==> src/rtl/lsu_axi_if.sv <==
// lsu_axi_if -- bundle of every handshake/bus signal around the load/store unit.
//
// Groups the execute-stage request/response pair together with the five
// AXI-lite channels so the LSU and its environment connect through a single
// port.
//   master : the LSU side (accepts requests, drives AXI address/data/ready)
//   slave  : the environment side (issues requests, plays the AXI slave)
// Signal summary:
//   req_valid/req_ready/req_wen/req_memop[2:0]/req_addr[63:0]/req_wdata[63:0]
//   resp_valid/resp_rdata[63:0]/resp_err
//   AW: AWADDR[63:0]/AWVALID/AWREADY   W: WDATA[63:0]/WSTRB[7:0]/WVALID/WREADY
//   B : BVALID/BRESP[1:0]/BREADY       AR: ARADDR[63:0]/ARVALID/ARREADY
//   R : RDATA[63:0]/RRESP[1:0]/RVALID/RREADY
`timescale 1ns/1ps
interface lsu_axi_if;
  logic        req_valid;
  logic        req_ready;
  logic        req_wen;
  logic [2:0]  req_memop;
  logic [63:0] req_addr;
  logic [63:0] req_wdata;
  logic        resp_valid;
  logic [63:0] resp_rdata;
  logic        resp_err;
  logic [63:0] AWADDR;
  logic        AWVALID;
  logic        AWREADY;
  logic [63:0] WDATA;
  logic [7:0]  WSTRB;
  logic        WVALID;
  logic        WREADY;
  logic        BVALID;
  logic [1:0]  BRESP;
  logic        BREADY;
  logic [63:0] ARADDR;
  logic        ARVALID;
  logic        ARREADY;
  logic [63:0] RDATA;
  logic [1:0]  RRESP;
  logic        RVALID;
  logic        RREADY;

  modport master (
    input  req_valid, req_wen, req_memop, req_addr, req_wdata,
           AWREADY, WREADY, BVALID, BRESP, ARREADY, RDATA, RRESP, RVALID,
    output req_ready, resp_valid, resp_rdata, resp_err,
           AWADDR, AWVALID, WDATA, WSTRB, WVALID, BREADY, ARADDR, ARVALID, RREADY
  );

  modport slave (
    output req_valid, req_wen, req_memop, req_addr, req_wdata,
           AWREADY, WREADY, BVALID, BRESP, ARREADY, RDATA, RRESP, RVALID,
    input  req_ready, resp_valid, resp_rdata, resp_err,
           AWADDR, AWVALID, WDATA, WSTRB, WVALID, BREADY, ARADDR, ARVALID, RREADY
  );
endinterface

==> src/rtl/lsu_axi.sv <==
// lsu_axi -- single-outstanding load/store unit with an AXI-lite master port.
//
// Accepts one request from the execute stage at a time, performs it as one
// 64-bit AXI-lite beat on the doubleword containing the address, and returns
// a one-cycle completion pulse with sign/zero-extended load data.
// Ports:
//   clk  : core clock, all state updates on its rising edge
//   rst  : synchronous active-high reset, abandons any transaction
//   bus  : lsu_axi_if.master (request/response plus AW/W/B/AR/R channels)
// Build option:
//   LSU_MISALIGN_CHECK_EN -- when defined, h/w/d accesses that are not
//   naturally aligned complete immediately with resp_err=1 and never reach
//   the bus; otherwise they are issued with strobe/data truncated to 8 bytes.
`timescale 1ns/1ps
module lsu_axi (
  input logic        clk,
  input logic        rst,
  lsu_axi_if.master  bus
);

  typedef enum logic [2:0] {IDLE, RD_A, RD_D, WR_AW, WR_B, RESP} state_e;

  state_e      state_q, state_d;
  logic [63:0] addr_q, addr_d;
  logic [63:0] wdata_q, wdata_d;
  logic [63:0] rdata_q, rdata_d;
  logic [2:0]  memop_q, memop_d;
  logic        wen_q, wen_d;
  logic        aw_done_q, aw_done_d;
  logic        w_done_q, w_done_d;
  logic        err_q, err_d;

  logic [63:0] rd_shifted;
  logic [63:0] load_ext;
  logic [7:0]  strb_base;
  logic        aw_fire;
  logic        w_fire;
`ifdef LSU_MISALIGN_CHECK_EN
  logic        misaligned;
`endif

  always_ff @(posedge clk) begin
    if (rst) begin
      state_q   <= IDLE;
      addr_q    <= '0;
      wdata_q   <= '0;
      rdata_q   <= '0;
      memop_q   <= '0;
      wen_q     <= 1'b0;
      aw_done_q <= 1'b0;
      w_done_q  <= 1'b0;
      err_q     <= 1'b0;
    end else begin
      state_q   <= state_d;
      addr_q    <= addr_d;
      wdata_q   <= wdata_d;
      rdata_q   <= rdata_d;
      memop_q   <= memop_d;
      wen_q     <= wen_d;
      aw_done_q <= aw_done_d;
      w_done_q  <= w_done_d;
      err_q     <= err_d;
    end
  end

  // Lane alignment: the bus always moves the whole doubleword, so loads
  // shift the addressed byte down to bit 0 and extend from the access size;
  // stores shift data and a size-wide strobe up to the byte offset.
  always_comb begin
    rd_shifted = bus.RDATA >> {addr_q[2:0], 3'b000};
    case (memop_q[1:0])
      2'b00:   load_ext = {{56{~memop_q[2] & rd_shifted[7]}},  rd_shifted[7:0]};
      2'b01:   load_ext = {{48{~memop_q[2] & rd_shifted[15]}}, rd_shifted[15:0]};
      2'b10:   load_ext = {{32{~memop_q[2] & rd_shifted[31]}}, rd_shifted[31:0]};
      default: load_ext = rd_shifted;
    endcase
    case (memop_q[1:0])
      2'b00:   strb_base = 8'h01;
      2'b01:   strb_base = 8'h03;
      2'b10:   strb_base = 8'h0F;
      default: strb_base = 8'hFF;
    endcase
  end

`ifdef LSU_MISALIGN_CHECK_EN
  always_comb begin
    case (bus.req_memop[1:0])
      2'b01:   misaligned = bus.req_addr[0];
      2'b10:   misaligned = |bus.req_addr[1:0];
      2'b11:   misaligned = |bus.req_addr[2:0];
      default: misaligned = 1'b0;
    endcase
  end
`endif

  // Next state and datapath capture. AW and W are tracked by separate done
  // flags so either may complete first; both completing together moves
  // straight to WR_B.
  always_comb begin
    state_d   = state_q;
    addr_d    = addr_q;
    wdata_d   = wdata_q;
    rdata_d   = rdata_q;
    memop_d   = memop_q;
    wen_d     = wen_q;
    aw_done_d = aw_done_q;
    w_done_d  = w_done_q;
    err_d     = err_q;
    aw_fire   = (state_q == WR_AW) && !aw_done_q && bus.AWREADY;
    w_fire    = (state_q == WR_AW) && !w_done_q && bus.WREADY;
    case (state_q)
      IDLE: begin
        if (bus.req_valid) begin
          addr_d    = bus.req_addr;
          wdata_d   = bus.req_wdata;
          memop_d   = bus.req_memop;
          wen_d     = bus.req_wen;
          aw_done_d = 1'b0;
          w_done_d  = 1'b0;
          err_d     = 1'b0;
          rdata_d   = '0;
`ifdef LSU_MISALIGN_CHECK_EN
          if (misaligned) begin
            state_d = RESP;
            err_d   = 1'b1;
          end else if (bus.req_wen) begin
            state_d = WR_AW;
          end else begin
            state_d = RD_A;
          end
`else
          if (bus.req_wen) begin
            state_d = WR_AW;
          end else begin
            state_d = RD_A;
          end
`endif
        end
      end
      RD_A: begin
        if (bus.ARREADY) begin
          state_d = RD_D;
        end
      end
      RD_D: begin
        if (bus.RVALID) begin
          rdata_d = load_ext;
          err_d   = (bus.RRESP != 2'b00);
          state_d = RESP;
        end
      end
      WR_AW: begin
        aw_done_d = aw_done_q | aw_fire;
        w_done_d  = w_done_q | w_fire;
        if ((aw_done_q | aw_fire) && (w_done_q | w_fire)) begin
          state_d = WR_B;
        end
      end
      WR_B: begin
        if (bus.BVALID) begin
          err_d   = (bus.BRESP != 2'b00);
          state_d = RESP;
        end
      end
      RESP:    state_d = IDLE;
      default: state_d = IDLE;
    endcase
  end

  // Outputs are pure functions of state and registers; address/data are
  // held steady from registers so they cannot change while VALID is high.
  always_comb begin
    bus.req_ready  = (state_q == IDLE);
    bus.ARVALID    = (state_q == RD_A);
    bus.ARADDR     = {addr_q[63:3], 3'b000};
    bus.RREADY     = (state_q == RD_D);
    bus.AWVALID    = (state_q == WR_AW) && !aw_done_q;
    bus.AWADDR     = {addr_q[63:3], 3'b000};
    bus.WVALID     = (state_q == WR_AW) && !w_done_q;
    bus.WDATA      = wdata_q << {addr_q[2:0], 3'b000};
    bus.WSTRB      = strb_base << addr_q[2:0];
    bus.BREADY     = (state_q == WR_B);
    bus.resp_valid = (state_q == RESP);
    bus.resp_err   = (state_q == RESP) && err_q;
    bus.resp_rdata = ((state_q == RESP) && !wen_q) ? rdata_q : 64'd0;
  end

endmodule

==> src/flat_wrapper.sv <==
// flat-port wrapper written by rule: the top's interface ports become plain ports
module lsu_axi_flat 
  (clk, rst, bus_req_valid, bus_req_wen, bus_req_memop, bus_req_addr, bus_req_wdata, bus_AWREADY, bus_WREADY, bus_BVALID, bus_BRESP, bus_ARREADY, bus_RDATA, bus_RRESP, bus_RVALID, bus_req_ready, bus_resp_valid, bus_resp_rdata, bus_resp_err, bus_AWADDR, bus_AWVALID, bus_WDATA, bus_WSTRB, bus_WVALID, bus_BREADY, bus_ARADDR, bus_ARVALID, bus_RREADY);
  lsu_axi_if bus_i ();
  input logic clk;
  input logic rst;
  input wire logic [$bits(bus_i.req_valid)-1:0] bus_req_valid;
  input wire logic [$bits(bus_i.req_wen)-1:0] bus_req_wen;
  input wire logic [$bits(bus_i.req_memop)-1:0] bus_req_memop;
  input wire logic [$bits(bus_i.req_addr)-1:0] bus_req_addr;
  input wire logic [$bits(bus_i.req_wdata)-1:0] bus_req_wdata;
  input wire logic [$bits(bus_i.AWREADY)-1:0] bus_AWREADY;
  input wire logic [$bits(bus_i.WREADY)-1:0] bus_WREADY;
  input wire logic [$bits(bus_i.BVALID)-1:0] bus_BVALID;
  input wire logic [$bits(bus_i.BRESP)-1:0] bus_BRESP;
  input wire logic [$bits(bus_i.ARREADY)-1:0] bus_ARREADY;
  input wire logic [$bits(bus_i.RDATA)-1:0] bus_RDATA;
  input wire logic [$bits(bus_i.RRESP)-1:0] bus_RRESP;
  input wire logic [$bits(bus_i.RVALID)-1:0] bus_RVALID;
  output wire logic [$bits(bus_i.req_ready)-1:0] bus_req_ready;
  output wire logic [$bits(bus_i.resp_valid)-1:0] bus_resp_valid;
  output wire logic [$bits(bus_i.resp_rdata)-1:0] bus_resp_rdata;
  output wire logic [$bits(bus_i.resp_err)-1:0] bus_resp_err;
  output wire logic [$bits(bus_i.AWADDR)-1:0] bus_AWADDR;
  output wire logic [$bits(bus_i.AWVALID)-1:0] bus_AWVALID;
  output wire logic [$bits(bus_i.WDATA)-1:0] bus_WDATA;
  output wire logic [$bits(bus_i.WSTRB)-1:0] bus_WSTRB;
  output wire logic [$bits(bus_i.WVALID)-1:0] bus_WVALID;
  output wire logic [$bits(bus_i.BREADY)-1:0] bus_BREADY;
  output wire logic [$bits(bus_i.ARADDR)-1:0] bus_ARADDR;
  output wire logic [$bits(bus_i.ARVALID)-1:0] bus_ARVALID;
  output wire logic [$bits(bus_i.RREADY)-1:0] bus_RREADY;
  assign bus_i.req_valid = bus_req_valid;
  assign bus_i.req_wen = bus_req_wen;
  assign bus_i.req_memop = bus_req_memop;
  assign bus_i.req_addr = bus_req_addr;
  assign bus_i.req_wdata = bus_req_wdata;
  assign bus_i.AWREADY = bus_AWREADY;
  assign bus_i.WREADY = bus_WREADY;
  assign bus_i.BVALID = bus_BVALID;
  assign bus_i.BRESP = bus_BRESP;
  assign bus_i.ARREADY = bus_ARREADY;
  assign bus_i.RDATA = bus_RDATA;
  assign bus_i.RRESP = bus_RRESP;
  assign bus_i.RVALID = bus_RVALID;
  assign bus_req_ready = bus_i.req_ready;
  assign bus_resp_valid = bus_i.resp_valid;
  assign bus_resp_rdata = bus_i.resp_rdata;
  assign bus_resp_err = bus_i.resp_err;
  assign bus_AWADDR = bus_i.AWADDR;
  assign bus_AWVALID = bus_i.AWVALID;
  assign bus_WDATA = bus_i.WDATA;
  assign bus_WSTRB = bus_i.WSTRB;
  assign bus_WVALID = bus_i.WVALID;
  assign bus_BREADY = bus_i.BREADY;
  assign bus_ARADDR = bus_i.ARADDR;
  assign bus_ARVALID = bus_i.ARVALID;
  assign bus_RREADY = bus_i.RREADY;
  lsu_axi u_core (.clk(clk), .rst(rst), .bus(bus_i));
endmodule
==> config.mk <==
export PLATFORM = sky130hd
export DESIGN_NAME = lsu_axi_flat
export DESIGN_NICKNAME = d
export VERILOG_FILES = /design/src/rtl/lsu_axi_if.sv /design/src/rtl/lsu_axi.sv /design/src/flat_wrapper.sv
export SDC_FILE = /design/constraint.sdc
export NUM_CORES = 1
export LEC_CHECK = 0
export BUFFER_PORTS_ARGS = -buffer_cell sky130_fd_sc_hd__buf_2
export CAP_MARGIN = 30
export CORE_AREA = 2 2 189 191
export DETAILED_ROUTE_END_ITERATION = 12
export DIE_AREA = 0 0 191 193
export GPL_ROUTABILITY_DRIVEN = 0
export GPL_TIMING_DRIVEN = 0
export PLACE_DENSITY = 0.63
export SETUP_SLACK_MARGIN = 0.4
export SLEW_MARGIN = 20
export SYNTH_ARGS = -nofsm -noshare
export SYNTH_HDL_FRONTEND = slang
export SYNTH_SLANG_ARGS = --single-unit
==> constraint.sdc <==
create_clock -name clk -period 1.9 [get_ports clk]
set_input_delay 0.19 -clock clk [delete_from_list [all_inputs] [get_ports clk]]
set_output_delay 0.19 -clock clk [all_outputs]
set_load 0.005 [all_outputs]
# Word-level counts from Yosys, hierarchy flattened
# Index checks and enable logic that the tools add are counted.
# classes
eq_ne	12
shifts	3
n_mux	19
n_bitwise	6
n_reduce_logical	22
# ops
cell	count
two-way mux 64 bit	3
case mux 64 bit (3 select lines)	1
case mux 64 bit (2 select lines)	1
left shift 64 x 6 -> 64 bit	1
>> shifter 64 x 6 -> 64 bit	1
case mux 8 bit (3 select lines)	1
two-way mux 3 bit	5
case mux 3 bit (5 select lines)	1
!= test 2 bit, second input constant	5
nonzero test 2 bit	4
left shift 8 x 3 -> 8 bit	1
logical AND 1 bit	7
equality test 3 x 2 -> 1 bit, second input constant	2
equality test 3 bit, second input constant	2
AND reduction 5 bit	1
case mux 1 bit (2 select lines)	2
AND reduction 2 bit	2
AND reduction 4 bit	1
AND 1 bit	3
equality test 3 x 1 -> 1 bit, second input constant	1
logical NOT 1 bit	3
logical NOT 3 bit	1
two-way mux 1 bit	3
case mux 1 bit (3 select lines)	1
8 further kinds	9
# word_totals
reg_bits	202
input_bits	208
out_inout_bits	272
elab_cells	71

# Depth between registers and ports, before layout
# Gate-level depths: netlist of the first run.
# depth
depth_word	7
mapped_depth	9
depth_no_buf	6

# Worst setup path before layout of the first run
# No wires, ideal clock.
# synth_timing
kind	reg-to-output
start	reg u_core.addr_q[2]
end	out bus_WDATA[41]
arrival_ns	1.608
t_required_ns	1.710
path_slack_ns	0.102
path_stages_with_launch	8
path_buffers	4
cell_sequence	dfxtp_1 -> buf_4 -> buf_8 -> buf_2 -> buf_2 -> mux2_2 -> o21ai_0 -> o22ai_1
# synth_via
elab_chain_len	1
# synth_rtl
element	line_no	source
start, declared	lsu_axi.sv:24	logic [63:0] addr_q, addr_d;
start signal, assigned	lsu_axi.sv:55	addr_q <= addr_d;
left shift 64 x 6 -> 64 bit	lsu_axi.sv:180	bus.WDATA = wdata_q << {addr_q[2:0], 3'b000};
end, declared	flat_wrapper.sv:26	output wire logic [$bits(bus_i.WDATA)-1:0] bus_WDATA;
# No other way between the ends.

# Worst setup path after layout of the first run
# Ends and elaborated chain as after synthesis.

==> results of run 1 <==
[metrics by stage]
stage / area (um2) / hold WS, ns / util
finish: 22800 / 0.0275 / 0.652
global route: 22800 / 0.0382 / 0.652
CTS: 20300 / 0.00544 / 0.579
detailed placement: 15500 / 0.437 / 0.443
global placement: 15500 / 0.431 / 0.443
floorplan: 12500 / 0.318 / -
[how the worst max path moves through the flow]
stage / end / slack (ns) / cells past startpoint
2_1_floorplan: u_core.rdata_q[24]$_SDFFE_PP0P_ / 0.20 / 8
3_3_place_gp: u_core.addr_q[2]$_SDFFE_PP0P_ / -0.65 / 7
3_5_place_dp: u_core.addr_q[2]$_SDFFE_PP0P_ / -0.59 / 7
4_1_cts: bus_WDATA[45] / -0.49 / 10
5_1_grt: bus_WDATA[47] / -0.55 / 10
6_report: bus_WDATA[41] / -0.50 / 10
[layout make-up]
type | count | area (um2) | share of cell area
clock inverters | 7 | 87.6 | 0.00384
flip-flops and latches | 202 | 4060 | 0.178
plain buffers | 253 | 2510 | 0.110
repair buffers | 748 | 5950 | 0.261
well taps | 461 | 577 | 0.0253
clock buffers | 34 | 709 | 0.0311
inverters | 5 | 30.0 | 0.00132
diodes | 1 | 2.50 | 0.000110
multi-input cells | 1136 | 8870 | 0.389
[power groups by stage]
stage | clock network (mW) | registers [mW] | logic (mW)
floorplan | 0 | 5.53 | 5.54
finish | 4.72 | 6.01 | 14.4
global placement | 0 | 5.86 | 8.30
CTS | 4.78 | 5.86 | 11.3
detailed placement | 0 | 5.89 | 8.39
global route | 4.92 | 6.04 | 15.1
[worst reg2reg max path: cells and delay by family, from the launching register on]
| kind | cells | cell delay, ns |
|---|---|---|
| AOI/OAI and AO/OA | 4 | 0.63 |
| buffers and inverters | 7 | 0.93 |
| muxes | 1 | 0.18 |
| and+or+nand+nor | 1 | 0.12 |
| DFF | 1 | 0.32 |
[Yosys cell counts (4+ instances only)]
| library cell | instances | area [um2] |
|---|---|---|
| sky130_fd_sc_hd__a311oi_1 | 4 | 35.0 |
| sky130_fd_sc_hd__o22ai_1 | 34 | 213 |
| sky130_fd_sc_hd__buf_4 | 135 | 1010 |
| sky130_fd_sc_hd__a21oi_1 | 224 | 1120 |
| sky130_fd_sc_hd__o21ai_1 | 22 | 110 |
| sky130_fd_sc_hd__mux2_2 | 36 | 405 |
| sky130_fd_sc_hd__a221o_1 | 7 | 70.1 |
| sky130_fd_sc_hd__nand2_1 | 337 | 1260 |
| sky130_fd_sc_hd__dfxtp_1 | 202 | 4040 |
| sky130_fd_sc_hd__o21ai_0 | 47 | 235 |
| sky130_fd_sc_hd__nor2_1 | 104 | 390 |
| sky130_fd_sc_hd__clkbuf_1 | 68 | 255 |
| sky130_fd_sc_hd__o31ai_2 | 8 | 100 |
| sky130_fd_sc_hd__mux4_2 | 8 | 180 |
| sky130_fd_sc_hd__nor2b_1 | 13 | 81.3 |
| sky130_fd_sc_hd__nor3_1 | 15 | 75.1 |
| sky130_fd_sc_hd__o211ai_1 | 13 | 97.6 |
| sky130_fd_sc_hd__a211oi_1 | 19 | 143 |
| sky130_fd_sc_hd__a22oi_1 | 9 | 67.6 |
| sky130_fd_sc_hd__buf_2 | 44 | 220 |
| sky130_fd_sc_hd__mux2i_1 | 114 | 1140 |
| sky130_fd_sc_hd__and2_1 | 81 | 507 |
| sky130_fd_sc_hd__a32o_1 | 5 | 50.1 |
[routing by layer]
metal / global-route usage / part of all wire / vias up
li1: - / - / 6904
met1: 0.372 / 0.38 / 7421
met2: 0.492 / 0.48 / 893
met3: 0.0366 / 0.081 / 235
met4: 0.130 / 0.058 / 0
met5: 0 / 0 / -
[registers in the layout, indices dropped and copies added (netlist names)]
name and cells:
u_core.addr_q 64, u_core.aw_done_q 1, u_core.err_q 1, u_core.memop_q 3, u_core.rdata_q 64, u_core.state_q 3
u_core.w_done_q 1, u_core.wdata_q 64, u_core.wen_q 1
[cell families after synthesis]
group / count (synthesis) / synth area share
simple gates: 568 / 0.203
mux: 158 / 0.142
compound gates: 404 / 0.194
buf+inv: 258 / 0.129
other cells: 1 / 0.000308
flops: 202 / 0.333
[what timing repair did]
item / in CTS / in global routing
hold buffers: 134 / 0
hold endpoints to repair: 135 / 0
gates resized for setup: 434 / 587
setup endpoints to repair: 346 / 346
setup buffers: 70 / 33
cloned: 20 / 18
pin swaps: 124 / 149
==> metrics list, run 1 <==
- Result of the run: finished with violations
- The checks that failed: negative setup slack.
* Maximum resistive drop on vdd: 0.000773 V
- Maximum clock frequency: 0.417 GHz
- The via count of the first global-routing pass came to 14200.
* Reg clk slew, reported paths: 0.06 ns
- The floorplan step set the die height to 193 um.
- Worst path cell trace: buf_6, buf_12, buf_12, buf_12, buf_12, mux2i_1, nand2_1, o21ai_0, o22ai_1, buf_2
- The library cell used most frequently in the layout, excluding fill and tap cells, is sky130_fd_sc_hd__buf_2.
* Remaining antenna violation count: 0
- After detailed placement, the design holds a cell count of 2530.
- CP most frequent cell: sky130_fd_sc_hd__buf_12
- Final count of hold timing violations: 0
* Worst slack, placed: -0.592 ns
- Worst Setup Slack, final: -0.500 ns
- Across every metal layer, demand over resource in global routing totals 0.291.
* Tightest Hold Check Type: in -> reg
- The worst register-to-register path begins at u_core.addr_q[2]$_SDFFE_PP0P_.
* # clock sinks: 202
- Data arrives at the worst endpoint at 2.21 ns.
- STA classifies the critical path endpoint as an output port.
- Worst-Margin Slew: 0.815 ns
- Yosys mapped the design onto 52 distinct sky130hd cell types.
- Entering global routing, the biggest net connects 13 pins.
- Port buffering added 473 buffers.
- The tool flagged a number of max-cap violations equal to 0.
- For this configuration, the core starts out at a cell density of 0.348.
- Number of primary I/O pins: 480
* Power share of the combinational group: 0.573
- Layout cells sized above 1: 0.589
- Worst-path cell with the longest stage delay: sky130_fd_sc_hd__dfxtp_2
- In this run, CTS created clock tree buffers numbering 24.
* Drc violations: 0
* Leakage power: 10.1 nW
- Of all nets on the critical path, the largest fanout is 7.
- Worst clock skew: 0.00963 ns
- The worst register-to-register path has a depth of 13.
- Global routing finished with a remaining overflow of 0.
- At the end of the flow, the number of nets in the layout was 2578.
- From synthesis to final layout, the design area changed by 87.5%.
- The longest clock path from root to sink contains 3 buffers.
* Warnings from Yosys: 0
* Clock Latency Late Sink: 0.52 ns
* Share of total power consumed by net switching: 0.397
- The final max-slew violation count came to 0.
- Total of flip-flops plus latches after synthesis: 202
* Fillers: 2688
- CTS root buf: sky130_fd_sc_hd__clkbuf_16
- In the synthesized netlist the async set-or-reset flop fraction comes to 0.
- In this run the most critical hold path is launched from bus_AWREADY.
- Category of the most critical setup path: reg -> out
- CTS built an H-tree with a depth of 1.
- Setup repair after global routing missed its margin: true
* Total Die Area: 0.0369 mm2
- Cell depth of the worst min-delay path: 3
* Cell Int Power: 15.1 mW
- Part of the Yosys area used for sequential elements: 0.333
- The design draws 25.1 mW.
- Count of standard-cell rows: 69
- Wire length of the first global-routing pass: 82200 um
- The synthesized design contains 0 enable-type register cells.
- Summed over all failing endpoints, the final setup total negative slack is -60.26 ns.
- Max-Slew Margin vs Limit: 0.457
- Detailed placement ended at an HPWL of 41600 um.
* Proportion of power drawn by flip-flops and latches: 0.239
- Crit Reg-Reg Endpoint: u_core.rdata_q[42]$_SDFFE_PP0P_
- The critical path starts at u_core.addr_q[2]$_SDFFE_PP0P_.
* Syn Area/Cell: 7.64 um2
* Power per standard cell area: 1100 mW/mm2
- The library cells used most frequently in the layout, excluding fill and tap cells, are sky130_fd_sc_hd__buf_2, sky130_fd_sc_hd__nand2_1, sky130_fd_sc_hd__dfxtp_1.
* Cell family contributing the most delay on the critical path: buffers and inverters
* Routed length per instance: 21.9 um
* Number of detailed-route iterations in the first pass: 5
* Via/cell ratio: 5.43
- Setup violations remaining at the end of the flow were counted as 223.
- WP buf/inv: 6
* DRT Wirelength: 62300 um
* Final critical-path share of the clock period: 1.26
* DR iter-0 viols: 1269
- Measured along the x axis, the die boundary spans 191 um.
* NetSw: 9.99 mW
* Reg2Reg Setup Slack: -0.36 ns
* Initial antenna violation count: 0
- Via total after detailed routing: 15500
- Data on the critical path is required at its endpoint by 1.71 ns.
- TritonCTS built the clock tree.
- In this run the standard cell core region covers 0.0350 mm2.
- Synthesis handed over a netlist of 1591 instances.
- The largest single stage delay on the critical path is 0.32 ns.
- The path with the worst hold slack has its endpoint at u_core.aw_done_q$_SDFFE_PP0P_.
- Most used DFF post-synth: sky130_fd_sc_hd__dfxtp_1
- The count of cells in the finished layout, fillers not included, comes to 2847.
- The mapped netlist covers 0.0122 mm2.
* Launching element type of the critical path: flop
* Power share of the clock group: 0.188
* Time the final worst path needs with I/O delays and setup: 2.40 ns
(Power assumes the default switching activity.)
==> run 2, diff against run 1 <==
CORE_AREA = 2 2 184 186   (was 2 2 189 191)
DIE_AREA = 0 0 186 188   (was 0 0 191 193)
clock period = 2.4 ns   (was 1.9 ns; I/O delays follow)
==> run 2 against run 1 <==
Compared with the run above:
- the flow still finishes with violations (negative setup slack)
- flip-flop and latch count unchanged
- via count decreased by 3.8%
- clock skew increased by 0.0036 ns
- clock-buffer cell count unchanged
- combinational power decreased by 36%
- die area decreased by 5.1%
- design area decreased by 7.7%
- cell count decreased by 2.2%
- sequential power decreased by 22%
- global-route usage increased by 1.8 points
- total power decreased by 28%
- sequential share of layout area increased by 1.5 points
==> metrics list, run 2 (synthesis gave the netlist of run 1 again) <==
* Crit-path max cell delay: 0.34 ns
* Cell depth of the worst min-delay path: 3
- The floorplan step defined a die boundary enclosing 0.0350 mm2.
- Reg clk slew, reported paths: 0.06 ns
- The setup path with the least slack is of type reg -> out.
- Counting along the longest clock path gives a buffer depth of 3.
- Layout cells sized above 1: 0.496
- Pins over their slew limit: 0
- Non-filler cells in the finished layout: 2785
- Among all stages on the critical path, the largest delay is contributed by sky130_fd_sc_hd__dfxtp_2.
* Worst-Margin Slew: 0.814 ns
* Maximum clock frequency: 0.409 GHz
* Number of detailed-route iterations in the first pass: 5
- The routed design has 57800 um of wire.
- Counting I/O delays and the setup requirement, the final critical path takes 2.45 ns.
- The worst register-to-register path has a depth of 12.
- Leakage power: 9.28 nW
- For this run, the total global-route usage over all layers was measured as 0.309.
* Via/cell ratio: 5.34
- Result of the run: finished with violations
* Placed Area: 0.0151 mm2
- Max H-tree Level: 1
* Most frequent cells in the layout: sky130_fd_sc_hd__buf_2, sky130_fd_sc_hd__nand2_1, sky130_fd_sc_hd__dfxtp_1
* Maximum fanout along the worst path: 8
* Data arrival time of the worst path: 2.21 ns
- Traced cell by cell, the critical path runs through buf_6, buf_12, buf_12, buf_12, buf_12, mux2i_4, nor2_2, a21oi_2, o22ai_2, buf_2.
- Clock Latency Late Sink: 0.54 ns
- CTS root buf: sky130_fd_sc_hd__clkbuf_16
- Via total after detailed routing: 14900
* Hold Slack: 0.00809 ns
- Leading cell type in the layout, fill and taps excluded: sky130_fd_sc_hd__buf_2
- Measured on the finished design, the core utilization comes to 0.635.
- TritonCTS buffer count: 24
- In the final routed layout, each cell accounts on average for 20.8 um.
- Remaining global-route overflow: 0
- Power per standard cell area: 857 mW/mm2
- STA classifies the critical path startpoint as a flop.
- Initial antenna violation count: 2
- Standard cell core area: 0.0331 mm2
* DR iter-0 viols: 1369
- The tool flagged a number of max-cap violations equal to 0.
- Die X: 186 um
- Detailed placement ended at an HPWL of 41000 um.
- The finished cells cover 0.0210 mm2.
* Final count of hold timing violations: 0
- In this design, the critical path's most frequently occurring cell is sky130_fd_sc_hd__buf_12.
- Die boundary height: 188 um
* Initial standard-cell utilization of the core: 0.367
- In the final design database the tool counted 2527 nets.
- Signed area change from the synthesized netlist to the final layout: 73.0%
- Post-layout total power: 18.0 mW
- # clock sinks: 202
* Worst slack, placed: -0.282 ns
- The checks that failed: negative setup slack.
- Row generation in the floorplan step produced 67 rows.
* Final critical-path share of the clock period: 1.02
- Measured against its own limit, the worst slew margin works out to 0.457.
- Biggest registers after layout: u_core.addr_q: 64 flops, u_core.rdata_q: 64 flops, u_core.wdata_q: 64 flops
* Port bufs: 473
- Worst Setup Slack, final: -0.0451 ns
- Remaining antenna violation count: 0
- Clock tree from TritonCTS: built
* Wire length of the first global-routing pass: 82800 um
- Tightest Hold Check Type: in -> reg
- In this run, placement finished with an instance count of 2517.
- STA classifies the critical path endpoint as an output port.
* Setup TNS: -0.256 ns
- Entering global routing, the biggest net connects 13 pins.
- Drc violations: 0
* Number of primary I/O pins: 480
* Maximum resistive drop on vdd: 0.000603 V
* Setup-failing EPs final: 15
- Worst clock skew: 0.0132 ns
* Setup repair after global routing missed its margin: true
- Required @ worst endpoint: 2.16 ns
- Number of global-route vias before repair: 14200
[run 2: timing repair]
action                                 in CTS  in global routing
setup endpoints to repair                 329                261
gates resized for setup                   481                260
pin swaps                                 124                 73
buffers inserted                           49                 22
endpoints found under the hold margin     131                  0
gates cloned                               20                  2
hold buffers                              131                  0
[run 2: area by class of cell]
cell class	count	area (um2)
fill	2680	12100
antenna	1	2.50
buffer	253	2210
sequential	202	4060
tap	448	561
clock buffer	34	719
timing repair buffer	696	5260
multi-input combinational	1137	8020
inverter	5	37.5
clock inverter	9	174
[run 2: per-layer routing]
layer / GRT usage / share of wire / up-vias
met5: 0 / 0.00017 / -
met4: 0.138 / 0.057 / 2
met3: 0.0456 / 0.078 / 223
met2: 0.507 / 0.47 / 824
met1: 0.399 / 0.40 / 7007
li1: - / - / 6804
[run 2: where the power goes]
| group | switching (mW) | internal [mW] | total [mW] |
|---|---|---|---|
| Sequential | 0.716 | 3.99 | 4.70 |
| Combinational | 4.81 | 4.38 | 9.19 |
| Clock | 1.52 | 2.61 | 4.14 |
| Total | 7.05 | 11.0 | 18.0 |
[run 2: worst max-delay path, delay by kind of cell, from the launching register on]
kind / cells / cell delay [ns]
flops: 1 / 0.34
compound gates: 2 / 0.22
simple gates: 1 / 0.15
buf+inv: 6 / 0.77
mux: 1 / 0.19
[run 2: worst paths after layout]
kind                                   start                              end  slack (ns)
min reg2reg  u_core.rdata_q[45]$_SDFFE_PP0P_  u_core.rdata_q[45]$_SDFFE_PP0P_        0.45
min                          bus_req_addr[1]    u_core.addr_q[1]$_SDFFE_PP0P_       0.008
max reg2reg    u_core.addr_q[2]$_SDFFE_PP0P_  u_core.rdata_q[17]$_SDFFE_PP0P_        0.04
max            u_core.addr_q[2]$_SDFFE_PP0P_                    bus_WDATA[32]       -0.05
